## src/rtl/mux_arb_pkg.sv

```systemverilog
// Shared types and the round-robin search used by the valid/ready arbiter.
package mux_arb_pkg;

    typedef enum logic {ARB_IDLE, ARB_HOLD} arb_state_e;

    localparam int unsigned MAX_DEPTH = 64;
    localparam int unsigned IDX_W     = $clog2(MAX_DEPTH);

    typedef struct packed {
        logic             found;
        logic [IDX_W-1:0] idx;
    } rr_result_t;

    // First set bit of req at or after last+1, wrapping at depth; depth <= MAX_DEPTH.
    function automatic rr_result_t rr_next(input logic [MAX_DEPTH-1:0] req,
                                           input int unsigned          last,
                                           input int unsigned          depth);
        rr_result_t  res;
        int unsigned n;
        res = '0;
        n   = 0;
        for (int unsigned k = 1; k <= MAX_DEPTH; k++) begin
            if (k <= depth && !res.found) begin
                n = last + k;
                if (n >= depth) begin
                    n = n - depth;
                end
                if (req[IDX_W'(n)]) begin
                    res.found = 1'b1;
                    res.idx   = IDX_W'(n);
                end
            end
        end
        return res;
    endfunction

endpackage

```

## src/rtl/mux_parametrizable.sv

```systemverilog
// Plain N:1 data selector; out-of-range selects produce zero.
module mux_parametrizable #(
    parameter int unsigned depth = 16,
    parameter int unsigned bits  = 8
) (
    input  logic [$clog2(depth):0] mux_sel_i,
    input  logic [bits-1:0]        data_i [depth],
    output logic [bits-1:0]        mux_data_o
);

    localparam int unsigned SEL_W = $clog2(depth) + 1;

    always_comb begin
        mux_data_o = '0;
        for (int unsigned n = 0; n < depth; n++) begin
            if (mux_sel_i == SEL_W'(n)) begin
                mux_data_o = data_i[n];
            end
        end
    end

endmodule

```

## src/rtl/mux_rr_arbiter.sv

```systemverilog
// Round-robin arbiter sharing one registered output channel among depth requesters.
module mux_rr_arbiter
    import mux_arb_pkg::*;
#(
    parameter int unsigned depth = 16,
    parameter int unsigned bits  = 8
) (
    input  logic                   clk_i,
    input  logic                   rst_i,
    input  logic [depth-1:0]       req_valid_i,
    input  logic [bits-1:0]        req_data_i [depth],
    output logic [depth-1:0]       req_ready_o,
    output logic                   out_valid_o,
    output logic [bits-1:0]        out_data_o,
    input  logic                   out_ready_i,
    output logic [$clog2(depth):0] mux_sel_o
);

    localparam int unsigned SEL_W = $clog2(depth) + 1;

    arb_state_e           state_q;
    logic [SEL_W-1:0]     last_grant_q;
    logic [SEL_W-1:0]     mux_sel_q;
    logic [bits-1:0]      out_data_q;
    logic                 out_valid_q;

    logic [MAX_DEPTH-1:0] req_pad;
    rr_result_t           rr_res;
    logic                 load;
    logic                 xfer;
    logic [SEL_W-1:0]     win_sel_d;
    logic [bits-1:0]      win_data_d;

    // Winner search and grant; reset suppresses any handshake.
    always_comb begin
        req_pad              = '0;
        req_pad[depth-1:0]   = req_valid_i;
        rr_res               = rr_next(req_pad, 32'(last_grant_q), depth);
        load                 = (state_q == ARB_IDLE) || out_ready_i;
        xfer                 = load && rr_res.found && !rst_i;
        win_sel_d            = SEL_W'(rr_res.idx);
        req_ready_o          = '0;
        for (int unsigned n = 0; n < depth; n++) begin
            req_ready_o[n] = xfer && (rr_res.idx == IDX_W'(n));
        end
    end

    mux_parametrizable #(
        .depth (depth),
        .bits  (bits)
    ) u_mux (
        .mux_sel_i  (win_sel_d),
        .data_i     (req_data_i),
        .mux_data_o (win_data_d)
    );

    always_ff @(posedge clk_i) begin
        if (rst_i) begin
            state_q      <= ARB_IDLE;
            last_grant_q <= SEL_W'(depth - 1);
            mux_sel_q    <= '0;
            out_data_q   <= '0;
            out_valid_q  <= 1'b0;
        end else if (xfer) begin
            state_q      <= ARB_HOLD;
            last_grant_q <= win_sel_d;
            mux_sel_q    <= win_sel_d;
            out_data_q   <= win_data_d;
            out_valid_q  <= 1'b1;
        end else if (state_q == ARB_HOLD && out_ready_i) begin
            // Consumer drained the word and nothing is pending.
            state_q      <= ARB_IDLE;
            out_valid_q  <= 1'b0;
        end
    end

    assign out_valid_o = out_valid_q;
    assign out_data_o  = out_data_q;
    assign mux_sel_o   = mux_sel_q;

endmodule
```

## config.mk

```make
export PLATFORM = sky130hd
export DESIGN_NAME = mux_rr_arbiter
export DESIGN_NICKNAME = d
export VERILOG_FILES = /design/src/rtl/mux_arb_pkg.sv /design/src/rtl/mux_parametrizable.sv /design/src/rtl/mux_rr_arbiter.sv
export SDC_FILE = /design/constraint.sdc
export NUM_CORES = 1
export LEC_CHECK = 0
export ABC_AREA = 1
export CAP_MARGIN = 20
export CORE_MARGIN = 10
export CORE_UTILIZATION = 35
export DETAILED_ROUTE_END_ITERATION = 10
export PLACE_DENSITY_LB_ADDON = 0.1
export SLEW_MARGIN = 20
export SYNTH_ARGS = -nofsm -noshare
export SYNTH_HDL_FRONTEND = slang
export SYNTH_HIERARCHICAL = 1
export SYNTH_SLANG_ARGS = --single-unit
export TNS_END_PERCENT = 50
```

## constraint.sdc

```tcl
create_clock -name clk_i -period 4.4 [get_ports clk_i]
set_input_delay 0.88 -clock clk_i [delete_from_list [all_inputs] [get_ports clk_i]]
set_output_delay 0.88 -clock clk_i [all_outputs]
set_load 0.01 [all_outputs]
```

### Yosys cells after proc, flatten, opt, wreduce, memory -nomap -nowiden

Cells that the tools add are included.

* flip-flop bits (word level): 19
* input bits: 147
* output and inout bits: 30
* logic and storage cells: 235

* add/sub/neg operators: 32
* $lt $le $gt $ge: 32
* equality and inequality tests: 30
* multiplexer cells: 112
* bitwise logic cells: 1
* reductions and logical operators: 24

Operators by type and width (number)
* $mux 7: 31
* $mux 6: 31
* $mux 8: 16
* $lt 6x7->1 const B: 16
* $bmux 1 s6: 16
* $ge 6x5->1 const B: 16
* $sub 6x5->6 const B: 16
* $add 5x4->6 const B: 8
* $eq 6x4->1 const B: 8
* $eq 5x4->1 const B: 8
* $add 5x3->6 const B: 4
* $eq 6x3->1 const B: 4
* $eq 5x3->1 const B: 4
* $logic_and 1x1->1: 19
* $mux 1: 18
* $add 5x2->6 const B: 2
* $eq 6x2->1 const B: 2
* $eq 5x2->1 const B: 2
* $add 5x1->6 const B: 1
* $add 5x5->6 const B: 1
* $eq 6x1->1 const B: 1
* $logic_not 6->1: 1
* $eq 5x1->1 const B: 1
* $logic_not 5->1: 1
* other kinds (4): 4

### Depth between registers and ports, before layout

Gate-level depths: netlist (run 1).

* depth in word-level cells: 98
* depth in mapped cells: 44
* mapped depth without buffers: 43

### Cells and area by module

The synthesis (run 1) kept the hierarchy.

By module, submodules not included
* mux_rr_arbiter: times used 1, cells each 591, area an instance 3186.8 µm², sequential area each 360.3 µm²
* mux_parametrizable: times used 1, cells each 286, area an instance 1365.1 µm², sequential area each 0.0 µm²

### Worst setup path after synthesis (run 1)

OpenSTA, ideal clock, no wires.

* path kind: register -> register
* start: reg last_grant_q[1]
* end: reg out_data_q[0] (netlist: out_data_o[0])
* setup time: 117 ps
* arrival time: 4658 ps
* data required time: 4283 ps
* slack: -374 ps
* stages on the path, launching flop included: 37
* path buffers: 4
* path through: dfxtp_1 clkinv_1 buf_2 ha_1 inv_1 buf_2 nand3_1 nand3_1 nand2_1 nand2_1 nand2_1 nand2_2 nand4_4 nor2_8 nand4_4 nor2_8 nand2_2 nor2_4 nand3_1 nor2_1 nand2_1 o21ai_1 inv_1 nand2_1 nand2_2 buf_6 inv_1 inv_1 nor2_4 nand2_2 buf_6 or2_0 nand2_1 nand4_1 nor3_1 nand4_1 a22o_1

RTL lines
* from (decl): RTL line mux_rr_arbiter.sv:22 `logic [SEL_W-1:0] last_grant_q;`
* from (signal assigned): RTL line mux_rr_arbiter.sv:60 `last_grant_q <= SEL_W'(depth - 1);`
* from (signal assigned): RTL line mux_rr_arbiter.sv:66 `last_grant_q <= win_sel_d;`
* to (signal assigned): RTL line mux_rr_arbiter.sv:68 `out_data_q <= win_data_d;`
* to (decl): RTL line mux_rr_arbiter.sv:24 `logic [bits-1:0] out_data_q;`

### Worst setup path after layout (run 1)

* start: in req_valid_i[2]
* end: out req_ready_o[15]

* longest elaborated chain between the ends: 35

Ends and longest elaborated chain
* from (decl): RTL line mux_rr_arbiter.sv:10 `input logic [depth-1:0] req_valid_i,`
* $bmux 1 s6: RTL line mux_arb_pkg.sv:28 `if (req[IDX_W'(n)]) begin`
* $mux 1 (implied by the code): RTL line mux_arb_pkg.sv:28
* $mux 7 (2 in series): RTL line mux_arb_pkg.sv:28
* $mux 7: RTL line mux_arb_pkg.sv:23 `if (k <= depth && !res.found) begin`
* $mux 7: RTL line mux_arb_pkg.sv:28
* $mux 7: RTL line mux_arb_pkg.sv:23
* $mux 7: RTL line mux_arb_pkg.sv:28
* $mux 7: RTL line mux_arb_pkg.sv:23
* (+18 left out)
* $mux 7: RTL line mux_arb_pkg.sv:28
* $mux 7: RTL line mux_arb_pkg.sv:23
* $mux 7: RTL line mux_arb_pkg.sv:28
* $mux 7: RTL line mux_arb_pkg.sv:23
* $mux 7: RTL line mux_arb_pkg.sv:28
* $mux 7 (*): RTL line mux_arb_pkg.sv:23
* $eq 6x4->1: RTL line mux_rr_arbiter.sv:44 `req_ready_o[n] = xfer && (rr_res.idx == IDX_W'(n));`
* $logic_and 1x1->1 (*): RTL line mux_rr_arbiter.sv:44
* to (decl): RTL line mux_rr_arbiter.sv:12 `output logic [depth-1:0] req_ready_o,`

Mark *: on every way between the ends. The rest lies on a longest branch, timed or not. The select of a mux whose other input is x is not followed.

==> impl_metrics.ini, run 1 <==
[die]
fp.dieArea_sq_mm = 0.0180
initial_utilization = 0.359
die_w_um = 134
fp.coreArea_sq_mm = 0.0127
floorplan.rows = 41
die_h_um = 134
ios = 177

[sta]
tns_ps = -3690
fin_skew_ps = 4.74
setup_viol = 24
worst_slack_ps = -237
post-route-period-util = 1.05
hold_violations = 0
period_needed_ps = 4640
clock.fmax_mhz = 216
rsz0062_at_grt = true
finalMaxSlewViolations = 0

[clocking]
cts_hold_repair.buffers = 0
clk_pin_slew_ps = 60
htree_levels = 1
clock_path_buffers = 2
numCtsBuffers = 3
cts.sinks = 18
clkLatencyLatePin_ps = 250
cts_tree = yes
cts_root_buf = clkbuf_16

[worst_setup_path]
max_stage_delay_ps = 240
timing.rr.start = last_grant_q[1]$_SDFFE_PP1P_
worst-r2r-setup-slack_ps = -200
crit_type = in -> out
r2r_cells = 33
crit_required_ps = 3520
worst_r2r_endpoint = out_data_o[2]$_SDFFE_PP0P_
critPathLaunchType = input port
cp_max_fo = 6
path_cells = dlygate4sd2_1, nand2_2, nand3_2, nand3_1, buf_4, buf_4, buf_4, buf_4, nand3_1, o211ai_1, nor2_1, nand2_4, nand2_2, nor2_4, nand3_2, nor2_4, buf_4, nand4_1, nand2_2, inv_2, nand3_2, nor3_1, buf_2
crit_arrival_ps = 3760
critical_path.slowest_cell = dlygate4sd2_1
cpMostUsedCell = buf_4
end_kind = output pin

[global_routing]
grt_first_pass_wirelength_um = 34000
grt_pass1_vias = 6718
grt_max_degree = 25
grt_usage = 0.229
antenna_found_initial = 1
overflow = 0

[route]
wl_met2_um = 11300
wl_um = 22700
wl_met3_um = 1750
detail-route-antenna-nets = 0
wl_met1_um = 8810
dr.pass1.iters = 5
via_per_inst = 5.06
drt_iter0_markers = 386
top_layer = met4
drc_errors = 0
dr_total_vias = 7125
wire_per_inst_um = 16.1

[hold_path]
hold_path_class = reg -> reg
hold_start = mux_sel_o[3]$_SDFFE_PP0P_
hold_path_depth = 2
hold_path_end = mux_sel_o[3]$_SDFFE_PP0P_

[place]
place_area_sq_mm = 0.00769
io_buffer_count = 176
globalplace.congestion = 0.933
place_hpwl_um = 17900
preCtsSetupSlack_ps = -883

[synthesis]
synth_cell_types = 44
yosysTopAreaCell = nand2_1
synth_common_cells = nand2_1, nand3_1, inv_1
synth_top_area_share = 0.243
yosysWarnings = 6
asyncSetResetFlopFracSynth = 0
synthTopCellsByArea = nand2_1, nand3_1, inv_1
synthFlopType = dfxtp_1
syn_area_sq_mm = 0.00455
synth_edf_count = 0
synthCells = 877
synth_seq_cells = 18
yosysMostFrequentCell = nand2_1
synth-seq-area-share = 0.0792
syn-mean-instance-area_sq_um = 5.19

[run]
cap_violations = 0

[layout]
fillerInstances = 1181
register_area_sq_um = 373
finalNetCount = 1404
multiInputGateArea_sq_mm = 0.00445
fin_area_sq_mm = 0.00891
drive_above_1_share = 0.368
synthToLayoutAreaGrowth_pct = 95.7

[run_status]
violations = setup timing
status = finished, violations left
kinds of logic after synthesis:
family / share of synthesized area
fa+ha+maj: 0.0577
xor+xnor: 0.00385
mux: 0.00247
other cells: 0.000824
flops: 0.0792
compound gates: 0.0704
buf+inv: 0.136
simple gates: 0.650
sequential cells by signal, indices dropped and copies added, names as in the netlist:
signal	cells
out_data_o	8
last_grant_q	5
mux_sel_o	4
out_valid_o	1
cell usage in the layout, fill, tap and decap left out, types with 15 or more instances in the layout:
cell and n:
clkdlybuf4s50_1 144, nand4_1 55, buf_2 17, buf_4 176, nand2_1 238, nor2_4 15, nand3_2 41, nor2_2 22
nand2_2 51, nand3_1 75, inv_1 93, inv_2 24, nor2_1 63
per-layer routing:
metal / vias to the layer above / track usage
met5: - / 0
li1: 3569 / -
met4: 0 / 0.0532
met1: 3211 / 0.250
met2: 280 / 0.428
met3: 65 / 0.0601
layout make-up:
cell class              instances  area share
flip-flops and latches         18      0.0418
multi-input cells             714       0.499
inverters                     125      0.0560
clock buffers                   4     0.00997
repair buffers                374       0.368
diodes                          1    0.000281
well taps                     172      0.0242
stage by stage:
stage | utilization | hold slack (ps) | std cells
3_3_place_gp | 0.607 | 440 | 1365
5_1_grt | 0.703 | 476 | 1408
4_1_cts | 0.653 | 457 | 1392
3_5_place_dp | 0.607 | 448 | 1365
2_1_floorplan | - | 474 | 881
6_report | 0.703 | 450 | 1408
how the worst max path moves through the flow:
stage               cells past startpoint                    startpoint                          to
floorplan                              36  last_grant_q[2]$_SDFFE_PP1P_  out_data_o[0]$_SDFFE_PP0P_
global placement                       21               req_valid_i[15]             req_ready_o[12]
detailed placement                     23                req_valid_i[2]             req_ready_o[15]
CTS                                    38  last_grant_q[2]$_SDFFE_PP1P_  out_data_o[6]$_SDFFE_PP0P_
global route                           31  last_grant_q[2]$_SDFFE_PP1P_  out_data_o[2]$_SDFFE_PP0P_
finish                                 23                req_valid_i[2]             req_ready_o[15]
what timing repair did:
item,4_1_cts,5_1_grt
setup endpoints to repair,24,24
gates cloned,1,0
pin swaps,81,46
resized for setup,188,156
setup buffers,22,15
critical path: cells and delay by family:
family | cells | cell delay, ps
AOI/OAI and AO/OA | 1 | 110
and+or+nand+nor | 14 | 1620
buffers and inverters | 8 | 1150
Power of run 1 is not shown: default switching activity piles up to over one toggle a cycle in this logic, so the estimate is an artifact.
==> run 2: changes to the inputs <==
- CORE_MARGIN: 10 -> default
- MAX_ROUTING_LAYER: default -> met4
==> impl_metrics.ini, run 2 (synthesized netlist as in run 1, its figures left out) <==
[run_status]
status = finished, violations left
violations = setup timing

[place]
io_buffer_count = 176
preCtsSetupSlack_ps = -861
place_area_sq_mm = 0.00766
place_hpwl_um = 16000
globalplace.congestion = 0.943

[global_routing]
grt_first_pass_wirelength_um = 31300
grt_max_degree = 25
overflow = 0
grt_usage = 0.305
grt_pass1_vias = 6861
antenna_found_initial = 0

[layout]
num_antenna_cells = 0
largest_reg_flops = 8
multiInputGateArea_sq_mm = 0.00432
fillerInstances = 1177
final_cell_mix = nand2_1, buf_4, clkdlybuf4s50_1, inv_1, nand3_1
finalNetCount = 1409
synthToLayoutAreaGrowth_pct = 92.7
register_area_sq_um = 373
fin_area_sq_mm = 0.00877
final_common_cell = nand2_1
drive_above_1_share = 0.352

[worst_setup_path]
critical_path.slowest_cell = dlygate4sd2_1
crit_type = in -> reg
crit_family = simple AND/OR/NAND/NOR gates
crit_buf_inv = 4
cpMostUsedCell = nand2_1
end_kind = flip-flop
crit_required_ps = 4540
critPathLaunchType = input port
crit_arrival_ps = 4840
cp_max_fo = 7
max_stage_delay_ps = 260

[clocking]
cts.sinks = 18
numCtsBuffers = 3
htree_levels = 1
clock_path_buffers = 2
clkLatencyLatePin_ps = 250
cts_tree = yes
clk_pin_slew_ps = 50
cts_root_buf = clkbuf_16
cts_hold_repair.buffers = 0

[sta]
worst_slack_ps = -299
setup_viol = 24
period_needed_ps = 4700
post-route-period-util = 1.07
hold_violations = 0
clock.fmax_mhz = 213
rsz0062_at_grt = true
finalMaxSlewViolations = 0
fin_skew_ps = 4.17

[route]
drt_iter0_markers = 338
dr.pass1.iters = 5
via_per_inst = 5.03
drc_errors = 0
dr_total_vias = 7100
detail-route-antenna-nets = 0
wl_um = 20200
wire_per_inst_um = 14.3

[run]
cap_violations = 0

[die]
fp.dieArea_sq_mm = 0.0135
fp.coreArea_sq_mm = 0.0127
die_w_um = 116
die_h_um = 116
initial_utilization = 0.359
ios = 177
floorplan.rows = 41

[hold_path]
hold_path_class = reg -> reg
## run 2: area by class of cell
type	instances	area share
Multi-Input combinational cell	714	0.493
Timing Repair Buffer	379	0.375
Inverter	125	0.0554
Sequential cell	18	0.0425
Tap cell	172	0.0245
Clock buffer	4	0.0101
## run 2: per-layer routing
metal,global-route usage,vias up,routed length [um]
li1,-,3580,-
met1,0.320,3162,8020
met2,0.562,288,10200
met3,0.0450,70,1180
met4,0.138,0,868
met5,-,-,0
## run 2: final timing paths
kind / start / end / slack [ps] / depth (start not counted)
setup / recovery: req_valid_i[9] / out_data_o[4]$_SDFFE_PP0P_ / -300 / 34
hold / removal: mux_sel_o[3]$_SDFFE_PP0P_ / mux_sel_o[3]$_SDFFE_PP0P_ / 470 / 2
setup reg to reg: last_grant_q[2]$_SDFFE_PP1P_ / out_data_o[4]$_SDFFE_PP0P_ / -210 / 41
hold reg to reg: mux_sel_o[3]$_SDFFE_PP0P_ / mux_sel_o[3]$_SDFFE_PP0P_ / 470 / 2
## run 2: stage by stage
| stage | hold WS [ps] | util | setup TNS, ps | instances |
|---|---|---|---|---|
| after CTS | 464 | 0.667 | -1230 | 1403 |
| after global placement | 446 | 0.605 | -18360 | 1367 |
| after floorplan | 474 | - | 0 | 881 |
| after detailed placement | 457 | 0.605 | -18850 | 1367 |
| after global routing | 484 | 0.692 | -11270 | 1412 |
| final | 465 | 0.692 | -5320 | 1412 |
## run 2: tightest hold or removal path: cells and delay by family, from the launching register on
kind	cells	cell delay, ps
DFF	1	310
and+or+nand+nor	2	110
## run 2: repair_timing
item,CTS,global route
setup endpoints to repair,24,24
gates cloned,1,0
resized for setup,223,72
setup buffers,31,10
pin swaps,69,41
Power of run 2 is left out for the same reason.
==> run 3: changes to the inputs <==
- clock period: 4.4 -> 4.8 ns (I/O delays scaled with it)
==> impl_metrics.ini, run 3 (synthesized netlist as in run 1, its figures left out) <==
[clocking]
numCtsBuffers = 3
htree_levels = 1
clkLatencyLatePin_ps = 250
cts_tree = yes
cts.sinks = 18
cts_root_buf = clkbuf_16
clock_path_buffers = 2
cts_hold_repair.buffers = 0
clk_pin_slew_ps = 50

[route]
dr_total_vias = 6983
drc_errors = 0
via_per_inst = 5.05
detail-route-antenna-nets = 0
wire_per_inst_um = 14.7
dr.pass1.iters = 7
drt_iter0_markers = 465
wl_um = 20400

[sta]
hold_slack_ps = 457
setup_viol = 0
finalMaxSlewViolations = 0
hold_violations = 0
clock.fmax_mhz = 209
period_needed_ps = 4780
fin_skew_ps = 5.00
rsz0062_at_grt = true
post-route-period-util = 0.995

[global_routing]
grt_usage = 0.292
grt_first_pass_wirelength_um = 30000
antenna_found_initial = 0
grt_max_degree = 25
overflow = 0
grt_pass1_vias = 6365

[layout]
finalNetCount = 1381
num_antenna_cells = 0
final_cell_mix = nand2_1, buf_4, clkdlybuf4s50_1, inv_1, nand3_1
register_area_sq_um = 373
largest_reg_flops = 8
multiInputGateArea_sq_mm = 0.00435
drive_above_1_share = 0.354
fillerInstances = 1163
final_common_cell = nand2_1
synthToLayoutAreaGrowth_pct = 89.7
fin_cells = 1384

[die]
die_h_um = 116
fp.coreArea_sq_mm = 0.0127
fp.dieArea_sq_mm = 0.0135
die_w_um = 116
initial_utilization = 0.359
floorplan.rows = 41
ios = 177

[place]
io_buffer_count = 176
globalplace.congestion = 0.949
dp.cells = 1332
place_hpwl_um = 15600

[worst_setup_path]
crit_family = simple AND/OR/NAND/NOR gates
crit_buf_inv = 7
max_stage_delay_ps = 360
critical_path.slowest_cell = dfxtp_4
startpoint = last_grant_q[2]$_SDFFE_PP1P_
end_kind = output pin
cp_max_fo = 5
timing.rr.start = last_grant_q[2]$_SDFFE_PP1P_
path_depth = 26
critPathLaunchType = flip-flop
crit_arrival_ps = 3820
r2r_cells = 37
cpMostUsedCell = nand2_2
crit_type = reg -> out
crit_required_ps = 3840

[run]
cap_violations = 0

[hold_path]
hold_start = mux_sel_o[3]$_SDFFE_PP0P_
hold_path_depth = 2
hold_path_class = reg -> reg

[run_status]
status = complete, no violations
-- run 3: path summary, 6_finish.rpt --
path                            slack (ps)                          to
worst max-delay path                    20              req_ready_o[3]
worst min register to register         460   mux_sel_o[3]$_SDFFE_PP0P_
worst min-delay path                   460   mux_sel_o[3]$_SDFFE_PP0P_
worst max register to register          80  out_data_o[6]$_SDFFE_PP0P_
-- run 3: area by class of cell --
cell class / instances / share of cell area
Timing Repair inverter: 1 / 0.000870
Sequential cell: 18 / 0.0432
Timing Repair Buffer: 349 / 0.361
Inverter: 125 / 0.0564
Tap cell: 172 / 0.0249
Multi-Input combinational cell: 715 / 0.503
Clock buffer: 4 / 0.0103
-- run 3: worst reg2reg max path: cells and delay by family (launching register included) --
kind / cells / cell delay, ps
compound gates: 4 / 740
buf+inv: 7 / 800
simple gates: 24 / 2360
flops: 1 / 360
fa+ha+maj: 2 / 400
-- run 3: timing repair --
action | 4_1_cts | 5_1_grt
resized for setup | 141 | 198
setup buffers | 12 | 33
endpoints found under the setup margin | 24 | 24
gates cloned | 0 | 4
pin swaps | 14 | 91
-- run 3: layer usage --
metal,routed length (um),vias up,track usage,share of wire
met5,0,-,-,0
met4,623,0,0.0923,0.031
met3,1120,57,0.0366,0.055
met2,10400,280,0.534,0.51
li1,-,3517,-,-
met1,8260,3129,0.327,0.41
-- run 3: per-stage QoR --
stage	utilization	area, sq um	worst slack (ps)	TNS, ps
5_1_grt	0.681	8630	-207	-3970
6_report	0.681	8630	24.0	0
2_1_floorplan	-	4570	25.6	0
4_1_cts	0.611	7740	-123	-757
3_5_place_dp	0.584	7400	-570	-11920
3_3_place_gp	0.584	7400	-532	-10870
Power of run 3 is left out for the same reason.
